--- config.mk ---
export PLATFORM = sky130hd
export DESIGN_NAME = intersection_ctrl
export DESIGN_NICKNAME = d
export VERILOG_FILES = /design/src/rtl/traffic_pkg.sv /design/src/rtl/phase_timer.sv /design/src/rtl/intersection_ctrl.sv
export SDC_FILE = /design/constraint.sdc
export NUM_CORES = 1
export LEC_CHECK = 0
export CAP_MARGIN = 20
export CORE_MARGIN = 5
export CORE_UTILIZATION = 25
export DETAILED_ROUTE_END_ITERATION = 8
export SETUP_SLACK_MARGIN = 0.3
export SLEW_MARGIN = 0
export SYNTH_ARGS = -nofsm -noshare
export SYNTH_HDL_FRONTEND = slang
export SYNTH_SLANG_ARGS = --single-unit
--- constraint.sdc ---
create_clock -name clk -period 2.15 [get_ports clk]
set_clock_uncertainty 0.2 [all_clocks]
set_input_delay 0.645 -clock clk [delete_from_list [all_inputs] [get_ports clk]]
set_output_delay 0.645 -clock clk [all_outputs]
set_load 0.02 [all_outputs]
--- src/rtl/traffic_pkg.sv ---
// Shared phase encoding and lamp patterns for the two-approach intersection.
// Lamp vectors are {red, yellow, green}, exactly one bit set.
package traffic_pkg;

  typedef enum logic [2:0] {
    AR_MAIN = 3'd0,
    MAIN_G  = 3'd1,
    MAIN_Y  = 3'd2,
    AR_SIDE = 3'd3,
    SIDE_G  = 3'd4,
    SIDE_Y  = 3'd5
  } ph_t;

  localparam logic [2:0] L_RED = 3'b100;
  localparam logic [2:0] L_YEL = 3'b010;
  localparam logic [2:0] L_GRN = 3'b001;

  // Any phase not owned by an approach shows red on that approach.
  function automatic logic [2:0] main_lamp(input ph_t ph);
    case (ph)
      MAIN_G:  main_lamp = L_GRN;
      MAIN_Y:  main_lamp = L_YEL;
      default: main_lamp = L_RED;
    endcase
  endfunction

  function automatic logic [2:0] side_lamp(input ph_t ph);
    case (ph)
      SIDE_G:  side_lamp = L_GRN;
      SIDE_Y:  side_lamp = L_YEL;
      default: side_lamp = L_RED;
    endcase
  endfunction

endpackage

--- src/rtl/phase_timer.sv ---
// Loadable down-counter that saturates at zero; a load takes priority over counting.
module phase_timer #(
  parameter int CNT_W   = 5,
  parameter int RST_VAL = 1
) (
  input  logic             clk,
  input  logic             rst,
  input  logic             load,
  input  logic [CNT_W-1:0] value,
  output logic             zero
);

  logic [CNT_W-1:0] cnt_q, cnt_d;

  always_comb begin
    cnt_d = cnt_q;
    if (load) begin
      cnt_d = value;
    end else if (cnt_q != '0) begin
      cnt_d = cnt_q - 1'b1;
    end
  end

  always_ff @(posedge clk or posedge rst) begin
    if (rst) begin
      cnt_q <= CNT_W'(RST_VAL);
    end else begin
      cnt_q <= cnt_d;
    end
  end

  assign zero = (cnt_q == '0);

endmodule

--- src/rtl/intersection_ctrl.sv ---
// Main/side intersection sequencer: main rests on green, side or pedestrian
// requests run a yellow/all-red protected side cycle, emergency cuts side green short.
module intersection_ctrl
  import traffic_pkg::*;
#(
  parameter int CNT_W    = 5,
  parameter int MAIN_MIN = 8,
  parameter int SIDE_T   = 6,
  parameter int YELLOW_T = 3,
  parameter int ALLRED_T = 2
) (
  input  logic       clk,
  input  logic       rst,
  input  logic       side_req,
  input  logic       ped_req,
  input  logic       emg,
  output logic [2:0] main_rgy,
  output logic [2:0] side_rgy,
  output logic       walk,
  output logic [2:0] phase
);

  localparam logic [CNT_W-1:0] MAIN_LD = CNT_W'(MAIN_MIN - 1);
  localparam logic [CNT_W-1:0] SIDE_LD = CNT_W'(SIDE_T - 1);
  localparam logic [CNT_W-1:0] YEL_LD  = CNT_W'(YELLOW_T - 1);
  localparam logic [CNT_W-1:0] AR_LD   = CNT_W'(ALLRED_T - 1);

  ph_t              state_q, state_d;
  logic             side_pend_q, side_pend_d;
  logic             ped_pend_q, ped_pend_d;
  logic             walk_en_q, walk_en_d;
  logic [2:0]       main_rgy_q, main_rgy_d;
  logic [2:0]       side_rgy_q, side_rgy_d;
  logic             walk_q, walk_d;
  logic             tmr_load;
  logic [CNT_W-1:0] tmr_val;
  logic             tmr_zero;
  logic             enter_side_g;

  phase_timer #(
    .CNT_W  (CNT_W),
    .RST_VAL(ALLRED_T - 1)
  ) u_timer (
    .clk  (clk),
    .rst  (rst),
    .load (tmr_load),
    .value(tmr_val),
    .zero (tmr_zero)
  );

  always_comb begin
    state_d  = state_q;
    tmr_load = 1'b0;
    tmr_val  = '0;
    case (state_q)
      AR_MAIN: if (tmr_zero) begin
        state_d = MAIN_G; tmr_load = 1'b1; tmr_val = MAIN_LD;
      end
      // Main green holds with the timer parked at zero until a request arrives.
      MAIN_G: if (tmr_zero && (side_pend_q || ped_pend_q) && !emg) begin
        state_d = MAIN_Y; tmr_load = 1'b1; tmr_val = YEL_LD;
      end
      MAIN_Y: if (tmr_zero) begin
        state_d = AR_SIDE; tmr_load = 1'b1; tmr_val = AR_LD;
      end
      AR_SIDE: if (tmr_zero) begin
        state_d = SIDE_G; tmr_load = 1'b1; tmr_val = SIDE_LD;
      end
      SIDE_G: if (tmr_zero || emg) begin
        state_d = SIDE_Y; tmr_load = 1'b1; tmr_val = YEL_LD;
      end
      SIDE_Y: if (tmr_zero) begin
        state_d = AR_MAIN; tmr_load = 1'b1; tmr_val = AR_LD;
      end
      default: begin
        state_d = AR_MAIN; tmr_load = 1'b1; tmr_val = AR_LD;
      end
    endcase
  end

  // A request arriving on the SIDE_G entry edge is served by that phase, so clear wins.
  always_comb begin
    enter_side_g = (state_d == SIDE_G) && (state_q != SIDE_G);
    side_pend_d  = (side_pend_q || side_req) && !enter_side_g;
    ped_pend_d   = (ped_pend_q || ped_req) && !enter_side_g;
    walk_en_d    = enter_side_g ? (ped_pend_q || ped_req) : walk_en_q;
    main_rgy_d   = main_lamp(state_d);
    side_rgy_d   = side_lamp(state_d);
    walk_d       = walk_en_d && (state_d == SIDE_G);
  end

  always_ff @(posedge clk or posedge rst) begin
    if (rst) begin
      state_q     <= AR_MAIN;
      side_pend_q <= 1'b0;
      ped_pend_q  <= 1'b0;
      walk_en_q   <= 1'b0;
      main_rgy_q  <= L_RED;
      side_rgy_q  <= L_RED;
      walk_q      <= 1'b0;
    end else begin
      state_q     <= state_d;
      side_pend_q <= side_pend_d;
      ped_pend_q  <= ped_pend_d;
      walk_en_q   <= walk_en_d;
      main_rgy_q  <= main_rgy_d;
      side_rgy_q  <= side_rgy_d;
      walk_q      <= walk_d;
    end
  end

  assign main_rgy = main_rgy_q;
  assign side_rgy = side_rgy_q;
  assign walk     = walk_q;
  assign phase    = state_q;

endmodule
==> qor.yml, run 1 <==
outcome:
  status: "finished, final reports clean"
hold_path:
  whs_path_depth: 1
  holdCritPathClass: "flop to flop"
power:
  p_clk_frac: 0.171
  p_int_w: 0.0007522
  ir_worst_vdd_v: 0.0003532
  p_seq_frac: 0.393
  power.switching_w: 0.0004534
  swShare: 0.3761
  p_per_area_nw_per_um2: 940.0
  leakage_nw: 0.5787
  pwr-share-comb: 0.436
floorplan:
  io_pins: 15
  fp.coreArea_um2: 3416
  dieHeight_um: 70.20
  row_count: 21
  die_w_um: 70.20
  die-area_um2: 4927
  start_util: 0.2652
global_routing:
  gr-total-overflow: 0
  grt_pass1_vias: 803
  grt_pass1_wl_mm: 3.491
  antenna_found_initial: 0
  grt_usage: 0.08720
  grt_max_degree: 19
cells_and_area:
  multiInputGateArea_um2: 457.9
  register_area_um2: 454.2
  drive_gt1_frac: 0.3680
  filler_cell_count: 362
  layout-area-overhead-vs-synth_pct: 41.57
  fin_nets: 133
  diodes: 0
synth:
  synth_nets: 102
  yosysSeqAreaShare: 0.5014
  synth_cells: 95
  ys_ff_latch: 18
  yosysMostFrequentCell: "dfrtp_1"
  synth_top_cell_by_area: "dfrtp_1"
  async_flop_share: 1.000
  synth_common_cells: "dfrtp_1 (15), nor2_1 (12), a21oi_1 (11)"
  synthDominantCellAreaShare: 0.4144
  netlist_top_cells_area: "dfrtp_1 (41%), dfstp_2 (8.7%), a21oi_1 (6.1%)"
  syn-mean-instance-area_um2: 9.535
  yosys_warnings: 0
  synth_cell_types: 34
  syn_area_um2: 905.9
  synth-edff-count: 0
  ys.flop_type: "dfrtp_1"
timing:
  hold_violations: 0
  fin_crit_sh: 0.8982
  drv_slew: 0
  whs_ps: 305.8
  max_freq_mhz: 517.8
  worstMarginPinSlew_ps: 289.7
  slew-limit-headroom: 0.8044
  finalSetupViolations: 0
  fin_crit_ps: 1931
  setup_tns_ps: 0
  rsz0062_at_grt: "yes"
setup_path:
  worst_setup_path_end_kind: "flop"
  rr_worst_depth: 7
  worstPathArrival_ps: 1950
  path_max_fanout: 5
  path_class: "flop to flop"
  cp.required_ps: 2170
  start_kind: "flop"
routing:
  viasPerCell: 4.713
  drc: 0
  drt_iter0_drc: 48
  vias: 806
  dr.pass1.iters: 4
  routed_wirelength_mm: 2.062
  postRouteAntennaNets: 0
  wl_per_cell_um: 12.06
placed_design:
  dp_hpwl_mm: 1.391
  io_buffers: 14
  place.gp.congestion: 0.8886
clock_network:
  cts.sinks: 18
  cts_buffer_depth: 2
  cts_tree: "built"
  clk_pin_slew_ps: 100
  cts_root_buf: "clkbuf_4"
  htreeDepth: 1
  cts_buffers: 3
  clock_latency_ps: 290
  hold_buffers: 0
job:
  drv_cap: 0
-- sequential cells by signal, summed over array words and instances (netlist names) --
| signal | cells |
|---|---|
| main_rgy | 3 |
| ped_pend_q | 1 |
| phase | 3 |
| side_pend_q | 1 |
| side_rgy | 3 |
| u_timer.cnt_q | 5 |
| walk | 1 |
| walk_en_q | 1 |
-- critical path, cell delays in order, from the launching register on --
cell and delay (ps):
dfrtp_1 400, inv_2 80, ha_4 130, or4b_4 520, buf_4 170, nand2_1 70, o311ai_0 120, a21oi_1 170
-- power by group through the flow --
stage	clock, W	sequential, W	combinational, W
finish	0.000206	0.000474	0.000526
floorplan	0	0.000530	0.000244
CTS	0.000215	0.000474	0.000479
global route	0.000232	0.000487	0.000576
detailed placement	0	0.000484	0.000464
global placement	0	0.000479	0.000455
-- worst paths after layout --
kind | from | endpoint | slack, ps
setup / recovery | u_timer.cnt_q[1]$_DFFE_PP0P_ | u_timer.cnt_q[0]$_DFFE_PP1P_ | 220
hold / removal | walk_en_q$_DFF_PP0_ | walk_en_q$_DFF_PP0_ | 310
setup reg to reg | u_timer.cnt_q[1]$_DFFE_PP0P_ | u_timer.cnt_q[0]$_DFFE_PP1P_ | 220
hold reg to reg | walk_en_q$_DFF_PP0_ | walk_en_q$_DFF_PP0_ | 310
max in group asynchronous | rst | u_timer.cnt_q[0]$_DFFE_PP1P_ | 1030
min in group asynchronous | rst | walk$_DFF_PP0_ | 460
-- per-stage QoR --
step / util / power (W) / std cells / instance area, um^2 / worst slack [ps]
final: 0.3755 / 0.001206 / 171 / 1282 / 218.9
after global routing: 0.3755 / 0.001294 / 171 / 1282 / 138.6
after CTS: 0.3678 / 0.001168 / 169 / 1256 / 136.4
after detailed placement: 0.3326 / 0.0009475 / 156 / 1136 / 65.19
after global placement: 0.3326 / 0.0009340 / 156 / 1136 / 86.16
after floorplan: - / 0.0007743 / 95 / 920.9 / 202.4
-- cells by family after synthesis --
logic type | after synthesis | synth area share
AOI/OAI and AO/OA | 27 | 0.2044
xor gates and xnor gates | 1 | 0.009670
adders and majority gates | 2 | 0.02762
buffers and inverters | 13 | 0.06353
DFF | 18 | 0.5014
muxes | 1 | 0.01105
and+or+nand+nor | 33 | 0.1823
-- cells in the final DEF (no fill, tap or decap), types with 4 or more instances in the layout --
cell	instances
buf_4	18
dfrtp_1	15
nor2_1	11
a21oi_1	8
nand2_1	8
inv_1	4
inv_2	4
clkdlybuf4s50_1	4
clkbuf_2	4
clkdlybuf4s15_1	4
-- layout make-up --
class                           instances  share of cell area
Clock buffer                            4             0.02829
Inverter                                8             0.02341
Multi-Input combinational cell         64              0.3571
Sequential cell                        18              0.3541
Tap cell                               46             0.04488
Timing Repair Buffer                   31              0.1922
-- what timing repair did --
| action | 4_1_cts | 5_1_grt |
|---|---|---|
| resized for setup | 24 | 20 |
| endpoints found under the setup margin | 21 | 25 |
| setup buffers | 9 | 2 |
| pin swaps | 6 | 3 |
-- layer usage --
metal | wire, um | track usage | vias up
li1 | - | - | 392
met1 | 851 | 0.1003 | 392
met4 | 25 | 0.02553 | 0
met2 | 1071 | 0.1563 | 20
met5 | 0 | 0 | -
met3 | 114 | 0.02439 | 2
(Power assumes the default switching activity.)
==> inputs of run 2 (changes only) <==
==> constraint.sdc (replaced) <==
create_clock -name clk -period 2.15 [get_ports clk]
set_clock_uncertainty 0.2 [all_clocks]
set_input_delay 0.5375 -clock clk [delete_from_list [all_inputs] [get_ports clk]]
set_output_delay 0.5375 -clock clk [all_outputs]
set_load 0.02 [all_outputs]
==> run 2 against run 1 <==
Sequential share of layout area grew 0.49 points. Via count grew 0.25%. Global-route usage grew 0.38 points. Clock power is essentially flat. Register-to-register slack lost 30 ps. Critical endpoint is now u_timer.cnt_q[2]$_DFFE_PP0P_. Largest power group unchanged.
==> qor.yml, run 2 (synthesis gave the netlist of run 1 again) <==
routing:
  wl_per_cell_um: 12.07
  dr.pass1.iters: 4
  wl_met2_um: 987
  postRouteAntennaNets: 0
  wl_met1_um: 877
  wl_met3_um: 92
  drc: 0
  viasPerCell: 4.810
  routed_wirelength_mm: 2.028
  vias: 808
  highest_layer: "met4"
  drt_iter0_drc: 37
floorplan:
  io_pins: 15
  row_count: 21
  fp.coreArea_um2: 3416
  start_util: 0.2652
  dieHeight_um: 70.20
  die-area_um2: 4927
  die_w_um: 70.20
setup_path:
  critPathTopFamily: "simple AND/OR/NAND/NOR gates"
  path_class: "flop to flop"
  worst_setup_path_end_kind: "flop"
  cp.required_ps: 2130
  cp.buffers_inverters: 1
  start_kind: "flop"
  crit_chain: "inv_2, ha_4, or4b_4, nand2_4, o22ai_2, a221o_1"
  slowest_delay_ps: 540
  path_max_fanout: 7
  slowest_stage: "or4b_4"
  worstPathArrival_ps: 1940
cells_and_area:
  diodes: 0
  drive_gt1_frac: 0.3115
  fin_nets: 130
  layout-area-overhead-vs-synth_pct: 39.64
  final_cell_count_no_fill: 168
  final_cell_mix: "dfrtp_1 (15), buf_4 (13), nor2_1 (10), a21oi_1 (9), dlygate4sd2_1 (8)"
  max_flop_register: "u_timer.cnt_q"
  largest_register_ffs: 5
  filler_cell_count: 356
  final_common_cell: "dfrtp_1"
  postLayoutCoreUtil: 0.3703
global_routing:
  grt_pass1_vias: 803
  gr-total-overflow: 0
  antenna_found_initial: 0
  grt_pass1_wl_mm: 3.615
  grt_max_degree: 19
  grt_usage: 0.09102
power:
  leakage_nw: 0.5891
  power.switching_w: 0.0004435
  p_int_w: 0.0007412
  p_per_area_nw_per_um2: 936.5
  p_clk_frac: 0.175
  p_seq_frac: 0.397
  power_w: 0.001185
  ir_worst_vdd_v: 0.0002382
  swShare: 0.3744
  pwr-share-comb: 0.428
placed_design:
  place.gp.congestion: 0.8294
  dp_cells: 156
  io_buffers: 14
  dp_hpwl_mm: 1.406
timing:
  finalSetupViolations: 0
  max_freq_mhz: 509.4
  slew-limit-headroom: 0.8202
  fin_crit_sh: 0.9130
  hold_violations: 0
  setup_tns_ps: 0
  rsz0062_at_grt: "yes"
  fin_crit_ps: 1963
  drv_slew: 0
  worstMarginPinSlew_ps: 265.6
clock_network:
  cts.sinks: 18
  cts_buffer_depth: 2
  clk_pin_slew_ps: 100
  clock_latency_ps: 290
  cts_buffers: 3
  cts_root_buf: "clkbuf_4"
  cts_tree: "built"
  htreeDepth: 1
hold_path:
  holdCritPathClass: "flop to flop"
outcome:
  status: "finished, final reports clean"
job:
  drv_cap: 0
-- run 2: cell types whose count changed in the layout (fill, tap and decap cells not counted), sizes merged --
| cell | change |
|---|---|
| dlygate4sd2 | +8 |
| buf | -4 |
| clkdlybuf4s15 | -4 |
| clkbuf | -3 |
-- run 2: per-layer routing --
layer  global-route usage  vias up
li1                     -      384
met1               0.1106      395
met2               0.1448       22
met3              0.02152        7
met4              0.05532        0
met5                    0        -
-- run 2: cell type report --
cell class / instances / area (um^2) / share of cell area
inverters: 8 / 30.03 / 0.02374
clock buffers: 4 / 36.28 / 0.02868
repair buffers: 28 / 229.0 / 0.1810
well taps: 46 / 57.56 / 0.04550
flip-flops and latches: 18 / 454.2 / 0.3591
multi-input cells: 64 / 457.9 / 0.3620
-- run 2: worst register-to-register path: cells and delay by family (launching register included) --
kind,cells,cell delay (ps)
simple gates,2,640
buf+inv,1,80
flops,1,410
compound gates,2,400
fa+ha+maj,1,130
-- run 2: power by group through the flow --
stage	registers (W)	logic [W]	clock network, W
final	0.000471	0.000507	0.000207
after CTS	0.000472	0.000489	0.000217
after detailed placement	0.000481	0.000462	0
after floorplan	0.000530	0.000244	0
after global placement	0.000479	0.000455	0
after global routing	0.000483	0.000563	0.000245
-- run 2: path summary, 6_finish.rpt --
path / start / to / slack [ps] / cells past startpoint
min reg2reg: walk_en_q$_DFF_PP0_ / walk_en_q$_DFF_PP0_ / 320 / 1
max reg2reg: u_timer.cnt_q[1]$_DFFE_PP0P_ / u_timer.cnt_q[2]$_DFFE_PP0P_ / 190 / 6
max in group asynchronous: rst / main_rgy[2]$_DFF_PP1_ / 1150 / 3
min: walk_en_q$_DFF_PP0_ / walk_en_q$_DFF_PP0_ / 320 / 1
min in group asynchronous: rst / side_rgy[0]$_DFF_PP0_ / 340 / 3
max: u_timer.cnt_q[1]$_DFFE_PP0P_ / u_timer.cnt_q[2]$_DFFE_PP0P_ / 190 / 6
-- run 2: metrics by stage --
step	hold slack [ps]	setup slack [ps]	area, um^2
floorplan	264.9	202.4	920.9
global placement	274.6	104.0	1136
detailed placement	291.9	81.29	1136
CTS	316.2	190.2	1251
global route	324.3	141.6	1265
finish	318.0	187.0	1265
-- run 2: timing repair --
action	CTS	global route
buffers inserted	8	0
pin swaps	3	2
resized for setup	22	8
hold buffers	0	0
setup endpoints to repair	24	17
